**src/rtl/arm_pipe_pkg.sv**
```systemverilog
// Shared pipeline definitions: MEM stage FSM states and byte-lane constants.
package arm_pipe_pkg;

    // MEM stage access FSM: IDLE accepts a new op, WAIT holds it until mem_ack
    typedef enum logic [0:0] {
        MEM_IDLE = 1'b0,
        MEM_WAIT = 1'b1
    } mem_state_t;

    // Byte-lane write enables, lane 0 = bits [7:0]
    localparam logic [3:0] LANE_NONE = 4'b0000;
    localparam logic [3:0] LANE_B0   = 4'b0001;
    localparam logic [3:0] LANE_ALL  = 4'b1111;

    // One-hot lane enable for a byte at the given word offset
    function automatic logic [3:0] byte_lane(input logic [1:0] offset);
        return LANE_B0 << offset;
    endfunction

endpackage

```
**src/rtl/arm_load_align.sv**
```systemverilog
// Combinational lane handling for the MEM stage: byte select with zero-extend
// on loads, byte replication plus lane enables on stores.
module arm_load_align
    import arm_pipe_pkg::*;
(
    input  logic [31:0] rdata,
    input  logic [1:0]  offset,
    input  logic [31:0] store_data,
    input  logic        byte_access,
    output logic [31:0] load_data,
    output logic [31:0] store_wdata,
    output logic [3:0]  store_lanes
);

    logic [7:0] sel_byte;

    // Pick the addressed byte of the read word and build store lanes
    always_comb begin
        sel_byte = rdata[7:0];
        case (offset)
            2'd0:    sel_byte = rdata[7:0];
            2'd1:    sel_byte = rdata[15:8];
            2'd2:    sel_byte = rdata[23:16];
            default: sel_byte = rdata[31:24];
        endcase
        load_data   = byte_access ? {24'h000000, sel_byte} : rdata;
        store_wdata = byte_access ? {4{store_data[7:0]}} : store_data;
        store_lanes = byte_access ? byte_lane(offset) : LANE_ALL;
    end

endmodule

```
**src/rtl/arm_mem_stage.sv**
```systemverilog
// ARM pipeline MEM stage: issues load/store requests to a handshaked memory,
// stalls the front of the pipe until mem_ack, and registers MEM/WB results.
// Optional feature macro: ARM_MEM_ALIGN_CHECK_EN (word alignment fault check,
// adds the mem_align_fault output).
//
// Memory handshake: mem_req is high whenever a memory op is held in EX/MEM;
// address, data and lane enables are held stable while mem_req is high and
// the op completes on the clock edge where mem_req and mem_ack are both high.
module arm_mem_stage
    import arm_pipe_pkg::*;
(
    input  logic        clk,
    input  logic        rst,
    input  logic [31:0] EXMEM_data_result,
    input  logic [31:0] EXMEM_rd_data,
    input  logic        EXMEM_rd_we,
    input  logic        EXMEM_rd_data_sel,
    input  logic [3:0]  EXMEM_des_reg_num,
    input  logic [3:0]  EXMEM_mem_write_en,
    input  logic        EXMEM_ld_byte_or_word,
    output logic        mem_req,
    output logic [31:0] mem_addr,
    output logic [31:0] mem_wdata,
    output logic [3:0]  mem_we,
    input  logic [31:0] mem_rdata,
    input  logic        mem_ack,
    output logic        mem_stall,
    output logic        MEMWB_rd_we,
    output logic [31:0] MEMWB_rd_data,
    output logic [3:0]  MEMWB_des_reg_num,
`ifdef ARM_MEM_ALIGN_CHECK_EN
    output logic        mem_align_fault,
`endif
    output mem_state_t  dbg_state
);

    mem_state_t  state, state_next;
    logic        is_load, is_store, misaligned, mem_op, complete;
    logic [31:0] load_data, store_wdata;
    logic [3:0]  store_lanes;

    assign is_load  = EXMEM_rd_data_sel;
    assign is_store = |EXMEM_mem_write_en;

`ifdef ARM_MEM_ALIGN_CHECK_EN
    // A misaligned word access never reaches memory; it retires as a bubble
    assign misaligned = (is_load | is_store) & ~EXMEM_ld_byte_or_word &
                        (EXMEM_data_result[1:0] != 2'b00);
`else
    assign misaligned = 1'b0;
`endif

    assign mem_op   = (is_load | is_store) & ~misaligned;
    assign complete = ~mem_op | mem_ack;

    arm_load_align u_align (
        .rdata       (mem_rdata),
        .offset      (EXMEM_data_result[1:0]),
        .store_data  (EXMEM_rd_data),
        .byte_access (EXMEM_ld_byte_or_word),
        .load_data   (load_data),
        .store_wdata (store_wdata),
        .store_lanes (store_lanes)
    );

    // Request side is purely combinational off the held EX/MEM contents
    always_comb begin
        mem_req   = 1'b0;
        mem_we    = LANE_NONE;
        mem_stall = 1'b0;
        mem_addr  = EXMEM_ld_byte_or_word ? EXMEM_data_result
                                          : {EXMEM_data_result[31:2], 2'b00};
        mem_wdata = store_wdata;
        if (!rst) begin
            mem_req   = mem_op;
            mem_stall = mem_op & ~mem_ack;
            if (mem_op && is_store) begin
                mem_we = store_lanes;
            end
        end
    end

    // FSM state register
    always_ff @(posedge clk) begin
        if (rst) begin
            state <= MEM_IDLE;
        end else begin
            state <= state_next;
        end
    end

    // FSM next state: wait out un-acked accesses
    always_comb begin
        state_next = state;
        case (state)
            MEM_IDLE: if (mem_op && !mem_ack) state_next = MEM_WAIT;
            MEM_WAIT: if (mem_ack || !mem_op) state_next = MEM_IDLE;
            default:  state_next = MEM_IDLE;
        endcase
    end

    assign dbg_state = state;

    // MEM/WB register: load on completion, bubble while stalled
    always_ff @(posedge clk) begin
        if (rst) begin
            MEMWB_rd_we       <= 1'b0;
            MEMWB_rd_data     <= 32'h0;
            MEMWB_des_reg_num <= 4'h0;
        end else if (complete) begin
            MEMWB_rd_we       <= EXMEM_rd_we & ~misaligned;
            MEMWB_rd_data     <= (is_load && mem_op) ? load_data : EXMEM_data_result;
            MEMWB_des_reg_num <= EXMEM_des_reg_num;
        end else begin
            MEMWB_rd_we       <= 1'b0;
        end
    end

`ifdef ARM_MEM_ALIGN_CHECK_EN
    // Alignment fault flag stays set until reset
    always_ff @(posedge clk) begin
        if (rst) begin
            mem_align_fault <= 1'b0;
        end else if (misaligned) begin
            mem_align_fault <= 1'b1;
        end
    end
`endif

endmodule

```
**config.mk**
```make
export PLATFORM = sky130hd
export DESIGN_NAME = arm_mem_stage
export DESIGN_NICKNAME = d
export VERILOG_FILES = /design/src/rtl/arm_pipe_pkg.sv /design/src/rtl/arm_load_align.sv /design/src/rtl/arm_mem_stage.sv
export SDC_FILE = /design/constraint.sdc
export NUM_CORES = 1
export LEC_CHECK = 0
export ABC_AREA = 0
export CAP_MARGIN = 20
export CORE_UTILIZATION = 39
export CTS_BUF_LIST = sky130_fd_sc_hd__clkbuf_16
export DETAILED_ROUTE_END_ITERATION = 8
export MAX_ROUTING_LAYER = met4
export PLACE_DENSITY = 0.91
export SLEW_MARGIN = 20
export SYNTH_ARGS = -nofsm -noshare
export SYNTH_HDL_FRONTEND = slang
export SYNTH_HIERARCHICAL = 1
export SYNTH_SLANG_ARGS = --single-unit
```
**constraint.sdc**
```tcl
create_clock -name clk -period 2.8 [get_ports clk]
set_clock_uncertainty 0.15 [all_clocks]
set_input_delay 0.42 -clock clk [delete_from_list [all_inputs] [get_ports clk]]
set_output_delay 0.42 -clock clk [all_outputs]
set_load 0.02 [all_outputs]
```
==> results.sh <==
export IMPL_postRouteAntennaNets=0
export IMPL_leakage_nw=2.27
export IMPL_finalPower_mw=1.93
export IMPL_critPathCapture="mem_we[1]"
export IMPL_setup_violations=0
export IMPL_start_kind="primary input"
export IMPL_ys_seq_area_share_pct=23.6
export IMPL_synth_edff_count=0
export IMPL_numPortBuffers=217
export IMPL_pwr_share_clk_pct=27.1
export IMPL_rrSetupSlack_ns=1.81
export IMPL_reg2regPathDepth=2
export IMPL_r2r_end="MEMWB_rd_data[1]"
export IMPL_htree_num_levels=2
export IMPL_initial_core_util_pct=41.1
export IMPL_hold_viol=0
export IMPL_cts_root_buffer="clkbuf_16"
export IMPL_track_usage_pct=24.1
export IMPL_grt_overflow=0
export IMPL_irDropWorstVdd_mv=0.230
export IMPL_hpwl_mm=8.46
export IMPL_hold_path_class="primary input to flip-flop"
export IMPL_crit_start="EXMEM_mem_write_en[1]"
export IMPL_grtUsageMet2_pct=45.6
export IMPL_grt_pass1_vias=3150
export IMPL_rsz0062_at_grt="no"
export IMPL_cp_max_fo=4
export IMPL_via_count=3127
export IMPL_grt_use_met1_pct=25.2
export IMPL_multiInputGateArea_um2=1930
export IMPL_p_int_mw=1.34
export IMPL_p_comb_share_pct=42.1
export IMPL_placementRows=32
export IMPL_synth_distinct_cells=25
export IMPL_synth_area_um2=3230
export IMPL_clkSinkCount=38
export IMPL_die_height_um=93.0
export IMPL_clk_latency_ns=0.27
export IMPL_yosysWarnings=6
export IMPL_fin_crit_sh_pct=92.6
export IMPL_p_per_area_nw_per_um2=363
export IMPL_synth_seq_cells=38
export IMPL_grt_pass1_wl_mm=15.6
export IMPL_drt_total_wl_mm=10.5
export IMPL_worstReg2RegStart="MEMWB_rd_data[1]"
export IMPL_period_needed_ns=2.59
export IMPL_synthTopCellsByArea="dfxtp_1 24%, mux2_4 15%, mux2i_1 11%, nor2b_1 11%, buf_4 9.8%"
export IMPL_wl_per_cell_um=16.1
export IMPL_drt_pass1_iterations=4
export IMPL_end_kind="output pin"
export IMPL_drive_above_1_share_pct=14.3
export IMPL_drv_cap=0
export IMPL_cts_resized=0
export IMPL_antenna_found_initial=0
export IMPL_ctsHoldBuffers=0
export IMPL_ctsLongestPathBuffers=2
export IMPL_busiest_layer="met2"
export IMPL_antenna_cells=0
export IMPL_grt_start_max_net_pins=67
export IMPL_crit_required_ns=2.23
export IMPL_synth_async_sr_flop_share_pct=0
export IMPL_setup_tns_ns=0
export IMPL_ioPinCount=218
export IMPL_synth_top_area_share_pct=23.6
export IMPL_worstSetupPathType="primary input to output pin"
export IMPL_dp_cells=643
export IMPL_synth_most_common_cell="nor2b_1"
export IMPL_yosysTopAreaCell="dfxtp_1"
export IMPL_drt_iter0_markers=123
export IMPL_grt_util_met3_pct=5.28
export IMPL_drc=0
export IMPL_cts_tree="yes"
export IMPL_synth_cells=376
export IMPL_area_delta_synth_final_pct=64.7
export IMPL_die_area_um2=8650
export IMPL_postSynthAreaPerCell_um2=8.59
export IMPL_final_nets=658
export IMPL_viasPerCell=4.82
export IMPL_outcome="complete, no violations"
export IMPL_place_congestion=0.828
export IMPL_core_um2=7850
export IMPL_max_slew_worst_pin_slew_ns=0.642
export IMPL_path_clk_slew_ns=0.05
export IMPL_postCtsSetupRepairBufs=0
export IMPL_drv_slew=0
export IMPL_synth_common_cells="56 x nor2b_1, 42 x buf_4, 42 x nor2_1"
export IMPL_die_width_um=93.0
export IMPL_numCtsBuffers=5
export IMPL_arrival_ns=2.02
export IMPL_sw_frac_of_total_pct=30.4
export IMPL_synth_nets=486
export IMPL_seq_area_um2=761
export IMPL_fin_cells=649
export IMPL_seqPwrFrac_pct=30.8
export IMPL_timing_slew_headroom_pct=57.2
export IMPL_fmax_mhz=386
export IMPL_fin_util_pct=67.7
export IMPL_ys_flop_type="dfxtp_1"
export IMPL_p_switching_mw=0.587
export IMPL_fillers=614
==> metrics by stage <==
step | hold slack, ns | instance area [um2] | worst slack, ns
6_report | 0.310 | 5320 | 0.208
5_1_grt | 0.337 | 5320 | 0.0918
4_1_cts | 0.312 | 5320 | 0.185
3_3_place_gp | 0.312 | 5190 | 0.234
2_1_floorplan | 0.347 | 3230 | 0.940
3_5_place_dp | 0.322 | 5190 | 0.183
==> area by class of cell <==
type                       instances  share of cell area (%)
sequential                        38                    14.3
inverter                          27                    1.91
tap                              102                    2.40
timing repair buffer             228                    42.6
clock inverter                     1                  0.0706
multi-input combinational        248                    36.3
clock buffer                       5                    2.35
==> flip-flops by register name, summed over array words and instances (netlist names) <==
signal and flops:
dbg_state 1, MEMWB_rd_data 32, MEMWB_des_reg_num 4, MEMWB_rd_we 1
==> worst min-delay path by stage <==
stage	cells after the start	to	slack, ns	from
global placement	2	MEMWB_des_reg_num[3]	0.31	MEMWB_des_reg_num[3]
floorplan	1	dbg_state	0.35	mem_ack
detailed placement	2	MEMWB_des_reg_num[3]	0.32	MEMWB_des_reg_num[3]
global route	2	MEMWB_rd_we	0.34	rst
finish	2	MEMWB_rd_we	0.31	rst
CTS	2	MEMWB_rd_we	0.31	rst
==> logic make-up after synthesis <==
logic type | Yosys count | share of synthesized area [%]
DFF | 38 | 23.6
and+or+nand+nor | 129 | 21.3
buffers and inverters | 90 | 16.6
AOI/OAI and AO/OA | 43 | 9.69
muxes | 76 | 28.8
==> worst max-delay path, cell delays in order <==
cell and delay (ns):
clkdlybuf4s50_1 0.44, nor4_4 0.33, nor2_1 0.11, and2_1 0.18
clkdlybuf4s50_1 0.53
==> layout by cell type (no fill, tap or decap), types with 3 or more instances in the layout <==
| cell type | instances |
|---|---|
| nor2b_1 | 56 |
| mux2_2 | 8 |
| o22ai_2 | 7 |
| clkbuf_16 | 5 |
| a21oi_2 | 8 |
| mux2i_1 | 36 |
| and2_1 | 7 |
| buf_2 | 3 |
| o21ai_1 | 25 |
| inv_1 | 25 |
| nand2_1 | 11 |
| buf_4 | 9 |
| dfxtp_1 | 38 |
| mux2_4 | 32 |
| clkdlybuf4s50_1 | 214 |
| nor2_1 | 42 |
| nand2b_1 | 9 |
==> power groups by stage <==
| stage | Clock [mW] | Combinational, mW | Sequential (mW) |
|---|---|---|---|
| 2_1_floorplan | 0 | 0.392 | 0.650 |
| 3_3_place_gp | 0 | 0.802 | 0.605 |
| 3_5_place_dp | 0 | 0.816 | 0.606 |
| 4_1_cts | 0.537 | 0.819 | 0.595 |
| 5_1_grt | 0.562 | 0.856 | 0.598 |
| 6_report | 0.523 | 0.813 | 0.594 |
==> routing by layer <==
layer	share of wire, %	wire length, um	vias to the layer above
met5	0	0	-
li1	-	-	1529
met4	1.6	162	0
met1	38	3980	1435
met3	7.3	765	12
met2	53	5540	151
Power figures use the tool's default switching activity.
